<file path="config.mk">
export PLATFORM = sky130hd
export DESIGN_NAME = clut_cache_loader
export DESIGN_NICKNAME = d
export VERILOG_FILES = /design/src/rtl/clut_cache_loader.sv
export SDC_FILE = /design/constraint.sdc
export NUM_CORES = 1
export LEC_CHECK = 0
export ABC_AREA = 0
export BUFFER_PORTS_ARGS = -buffer_cell sky130_fd_sc_hd__buf_2
export CORE_AREA = 2 2 119 207
export CTS_CLUSTER_SIZE = 24
export DETAILED_ROUTE_END_ITERATION = 8
export DIE_AREA = 0 0 121 209
export PLACE_DENSITY = 0.73
export SETUP_SLACK_MARGIN = 0.1
export SYNTH_ARGS = -nofsm -noshare
export SYNTH_HDL_FRONTEND = slang
export SYNTH_SLANG_ARGS = --single-unit
</file>
<file path="constraint.sdc">
create_clock -name i_clk -period 8.7 [get_ports i_clk]
set_clock_uncertainty 0.2 [all_clocks]
set_input_delay 0.435 -clock i_clk [delete_from_list [all_inputs] [get_ports i_clk]]
set_output_delay 0.435 -clock i_clk [all_outputs]
set_load 0.05 [all_outputs]
</file>
<file path="src/rtl/clut_cache_loader.sv">
// CLUT cache fill controller: checks which 16-colour blocks a primitive needs,
// bursts missing blocks in from VRAM and signals when the whole CLUT is resident.
module clut_cache_loader #(
  parameter int BURST_LEN = 8
) (
  input  logic        i_clk,
  input  logic        i_rst,
  input  logic        i_loadReq,
  input  logic [5:0]  i_clutX,
  input  logic [8:0]  i_clutY,
  input  logic        i_is8bpp,
  input  logic        i_invalidate,
  output logic        o_busy,
  output logic        o_done,
  output logic        o_memReq,
  output logic [17:0] o_memAddr,
  input  logic        i_memAck,
  input  logic        i_dataValid,
  input  logic [31:0] i_data,
  output logic        o_write,
  output logic [3:0]  o_writeBlockIndex,
  output logic [2:0]  o_writeIdxInBlk,
  output logic [31:0] o_Colors
);

  localparam logic [2:0] LAST_BEAT = 3'(BURST_LEN - 1);

  typedef enum logic [2:0] {
    IDLE  = 3'd0,
    CHECK = 3'd1,
    REQ   = 3'd2,
    RECV  = 3'd3,
    DONE  = 3'd4
  } state_t;

  state_t      state, state_nx;
  logic [5:0]  clut_x;
  logic [8:0]  clut_y;
  logic        is_8bpp;
  logic [3:0]  n;
  logic [2:0]  beat;
  logic [15:0] valid;
  logic [10:0] tag [16];
  logic        inval_pend;

  logic [5:0]  col;
  logic [3:0]  blk;
  logic [10:0] cur_tag;
  logic        hit, last_n, burst_end, drop;

  // Lookup of the column currently being examined
  always_comb begin
    col       = clut_x + {2'b00, n};
    blk       = col[3:0];
    cur_tag   = {col[5:4], clut_y};
    hit       = valid[blk] && (tag[blk] == cur_tag);
    last_n    = is_8bpp ? (n == 4'd15) : 1'b1;
    burst_end = (state == RECV) && i_dataValid && (beat == LAST_BEAT);
    drop      = inval_pend || i_invalidate;
  end

  // Next-state logic
  always_comb begin
    state_nx = state;
    case (state)
      IDLE: begin
        if (i_loadReq) state_nx = CHECK;
        else           state_nx = IDLE;
      end
      CHECK: begin
        if (i_invalidate) state_nx = CHECK;
        else if (!hit)    state_nx = REQ;
        else if (last_n)  state_nx = DONE;
        else              state_nx = CHECK;
      end
      REQ: begin
        if (i_memAck) state_nx = RECV;
        else          state_nx = REQ;
      end
      RECV: begin
        if (!burst_end)  state_nx = RECV;
        else if (drop)   state_nx = CHECK;
        else if (last_n) state_nx = DONE;
        else             state_nx = CHECK;
      end
      DONE:    state_nx = IDLE;
      default: state_nx = IDLE;
    endcase
  end

  // State, cache tags and registered outputs
  always_ff @(posedge i_clk) begin
    if (i_rst) begin
      state             <= IDLE;
      clut_x            <= 6'd0;
      clut_y            <= 9'd0;
      is_8bpp           <= 1'b0;
      n                 <= 4'd0;
      beat              <= 3'd0;
      valid             <= 16'd0;
      inval_pend        <= 1'b0;
      for (int i = 0; i < 16; i++) tag[i] <= 11'd0;
      o_busy            <= 1'b0;
      o_done            <= 1'b0;
      o_memReq          <= 1'b0;
      o_memAddr         <= 18'd0;
      o_write           <= 1'b0;
      o_writeBlockIndex <= 4'd0;
      o_writeIdxInBlk   <= 3'd0;
      o_Colors          <= 32'd0;
    end else begin
      state <= state_nx;
      case (state)
        IDLE: begin
          if (i_loadReq) begin
            clut_x  <= i_clutX;
            clut_y  <= i_clutY;
            is_8bpp <= i_is8bpp;
            n       <= 4'd0;
          end
        end
        CHECK: begin
          inval_pend <= 1'b0;
          if (i_invalidate)        n <= 4'd0;
          else if (hit && !last_n) n <= n + 4'd1;
        end
        REQ: begin
          beat <= 3'd0;
          if (i_invalidate) inval_pend <= 1'b1;
        end
        RECV: begin
          if (i_invalidate) inval_pend <= 1'b1;
          if (i_dataValid)  beat <= beat + 3'd1;
          // An invalidate seen at any point during the burst leaves this block invalid
          if (burst_end) begin
            inval_pend <= 1'b0;
            if (drop) begin
              n <= 4'd0;
            end else begin
              valid[blk] <= 1'b1;
              tag[blk]   <= cur_tag;
              if (!last_n) n <= n + 4'd1;
            end
          end
        end
        default: ;
      endcase
      if (i_invalidate) valid <= 16'd0;

      o_busy   <= (state_nx != IDLE);
      o_done   <= (state_nx == DONE);
      o_memReq <= (state_nx == REQ);
      if ((state == CHECK) && (state_nx == REQ)) o_memAddr <= {clut_y, col, 3'b000};
      o_write  <= (state == RECV) && i_dataValid;
      if ((state == RECV) && i_dataValid) begin
        o_writeBlockIndex <= blk;
        o_writeIdxInBlk   <= beat;
        o_Colors          <= i_data;
      end
    end
  end

endmodule

</file>
==> out/qor.txt <==
status - completed
EDFF count, synth - 176
PortBufs - 111
setup tns final - 0 ns
final slew viol count - 0
DP Wirelength - 22500 um
DR vias - 9537
mux contribution to synthesized area - 0.0798
share of async-settable or async-resettable flops after synthesis - 0
final worst path period need - 5.66 ns
CTS tree - done
largest family of logic cells by synthesized area - simple AND/OR/NAND/NOR gates
synth-to-layout area growth - 15.8%
total CTS buffers - 24
DRT iter0 DRCs - 836
fin cells - 1632
clk buf depth - 3
Mapped Area - 12800 um^2
combinational power share - 0.110
Clk Latency, worst-skew pair - 0.53 ns
WP data required - 8.97 ns
peak supply drop - 0.000242 V
initial antenna violation count - 1
vias in the first global route - 9851
Leak Pwr - 5.32 nW
CP max FO - 41
top cells by area, synth - edfxtp_1 41%, dfxtp_1 16%, and2_1 6.6%, nand2_1 4.9%, mux4_2 4.2%
clk sink count - 277
final period utilization - 0.651
DRC violations left - 0
CP cell instances - ha_4, fa_4, buf_4, mux4_2, mux2i_1, mux2i_1, xor2_1, or4_1, or4_1, a2111oi_4, a31o_1
placer congestion estimate - 0.851
hold path depth - 3
simple-gate share of the synthesized area - 0.209
Root Driver - clkbuf_16
core area - 23700 um^2
Switching Share - 0.248
FP Rows - 75
height of the die - 209 um
RSZ-0062 raised after global routing - no
drt via density - 5.84
Setup crit start kind - flip-flop
first-pass GRT wire length - 53600 um
starting density of the core - 0.538
Final Hold Vio Count - 0
router iterations before antenna repair - 6
postcts setup bufs - 0
clock share of power - 0.363
Crit Path Category - flip-flop to flip-flop
Most used DFF post-synth - edfxtp_1
Post-Synth XOR/XNOR Area - 0.00872
post-synthesis sequential area ratio - 0.572
commonest non-fill, non-tap cells in the layout - 176 x edfxtp_1, 167 x nand2_1, 134 x and2_1
FF-to-FF path depth - 11
Crit. End Element - flip-flop
Max Clk Rate - 0.177 GHz
Yosys warning count - 0
Remaining Overflow, GRT - 0
Synth Area in Compound Gates - 0.0846
arrival time worst endpoint - 5.94 ns
syn avg cell area - 10.8 um^2
Worst Tran Pin Value - 1.25 ns
drt total wl - 33800 um
cell count after synthesis - 1179
P_int - 0.00211 W
largest net degree at the start of global routing - 76
H-tree level count - 1
Ports - 115
DIE WIDTH - 121 um
Crit-path slowest cell - fa_4
Yosys top cell area share - 0.414
wire per inst - 20.7 um
placed cells - 1540
CTS clk-pin slew, worst paths - 0.06 ns
cell taking the most area after synthesis - edfxtp_1
commonest non-fill, non-tap cell in the layout - edfxtp_1
CP peak stage delay - 1.16 ns
Yosys cell types - 63
nets - 1368
Flop pwr share - 0.527
Post-Synth Adder-Cell Area - 0.00843
Synth Register Bits - 277
final setup fails - 0
die area - 25300 um^2
pwr/cell area - 190 nW/um^2
Total GRT Usage - 0.275
layout cell share with drive strength beyond 1 - 0.166
HP Class - input port to flip-flop
NetSw - 0.000696 W
DRT antenna net count - 0
Rel. slew slack - 0.157
max cap viols - 0
per-stage QoR:
stage                     hold WS, ns  setup slack [ns]  instance area (um^2)  power, W  utilization
after floorplan                 0.231              4.72                 12800   0.00170            -
after global placement          0.239              3.20                 13600   0.00179        0.571
after detailed placement        0.243              3.09                 13600   0.00180        0.571
after CTS                      0.0356              3.07                 14800   0.00281        0.623
after global routing           0.0758              2.83                 14800   0.00289        0.623
final                          0.0506              3.04                 14800   0.00281        0.623
critical path, delay by kind of cell (launching register included):
family / cells / cell delay, ns
compound gates: 2 / 0.61
simple gates: 2 / 1.43
buf+inv: 1 / 0.51
fa+ha+maj: 2 / 1.35
mux: 3 / 0.92
flops: 1 / 0.37
xor+xnor: 1 / 0.18
logic make-up after synthesis:
family	count (synthesis)
other	1
AOI/OAI and AO/OA	182
DFF	277
and+or+nand+nor	532
adders and majority gates	8
xor gates and xnor gates	11
muxes	71
buffers and inverters	97
routing by layer:
metal,share of wire,GRT usage
met1,0.34,0.299
met5,0,0
met2,0.54,0.513
met3,0.069,0.0382
met4,0.049,0.134
worst paths after layout:
path                             start                         to  slack (ns)
min reg2reg  o_Colors[22]$_SDFFE_PP0P_  o_Colors[22]$_SDFFE_PP0P_        0.26
max reg2reg          n[0]$_SDFFE_PP0P_          n[2]$_SDFFE_PP0P_        3.04
min                          i_loadReq          o_busy$_SDFF_PP0_        0.05
max                  n[0]$_SDFFE_PP0P_          n[2]$_SDFFE_PP0P_        3.04
synthesized netlist by cell type, types with 2 or more instances:
| master | instances |
|---|---|
| xnor2_1 | 3 |
| buf_6 | 5 |
| a22oi_2 | 2 |
| buf_1 | 9 |
| o2bb2ai_1 | 2 |
| inv_1 | 6 |
| nor2_1 | 93 |
| a22o_1 | 5 |
| dfxtp_1 | 101 |
| nor4b_1 | 2 |
| o22ai_1 | 3 |
| nand2_1 | 167 |
| edfxtp_1 | 176 |
| a32oi_1 | 6 |
| a21oi_1 | 100 |
| nor3_1 | 39 |
| buf_4 | 12 |
| nand3_1 | 28 |
| ha_1 | 7 |
| mux2i_1 | 41 |
| xor2_1 | 6 |
| nor2b_1 | 3 |
| mux2_2 | 6 |
| mux4_2 | 24 |
| buf_2 | 12 |
| and2_1 | 134 |
| nand4_1 | 9 |
| or4_1 | 5 |
| nand2b_1 | 3 |
| a311oi_1 | 2 |
| a211o_1 | 2 |
| and3_1 | 2 |
| nor3b_1 | 26 |
| clkbuf_1 | 52 |
| a22oi_1 | 3 |
| o21ai_0 | 37 |
| and4_1 | 2 |
| nand3b_1 | 13 |
| a211oi_1 | 7 |
repair_timing:
action | 4_1_cts | 5_1_grt
hold buffers | 48 | 0
endpoints found under the hold margin | 48 | 0
resized for setup | 0 | 0
area by class of cell:
class                      count  area (um^2)
timing repair buffer         189         1260
fill                        1802         8960
inverter                       7         26.3
tap                          308          385
multi-input combinational    807         5060
clock buffer                  30          676
sequential                   277         7310
clock inverter                13         66.3
antenna                        1         2.50
sequential cells by signal, summed over array words and instances (netlist names), 4 cells and up:
signal and flops:
clut_x 6, clut_y 9, n 4, tag 176
o_Colors 32, o_writeBlockIndex 4, o_memAddr 15, valid 16
power groups by stage:
stage | sequential [W] | clock (W) | combinational (W)
finish | 0.00148 | 0.00102 | 0.000309
global route | 0.00149 | 0.00108 | 0.000332
CTS | 0.00148 | 0.00103 | 0.000307
detailed placement | 0.00151 | 0 | 0.000289
global placement | 0.00151 | 0 | 0.000285
floorplan | 0.00150 | 0 | 0.000204
Note: power is estimated with default switching activity, not from simulation.
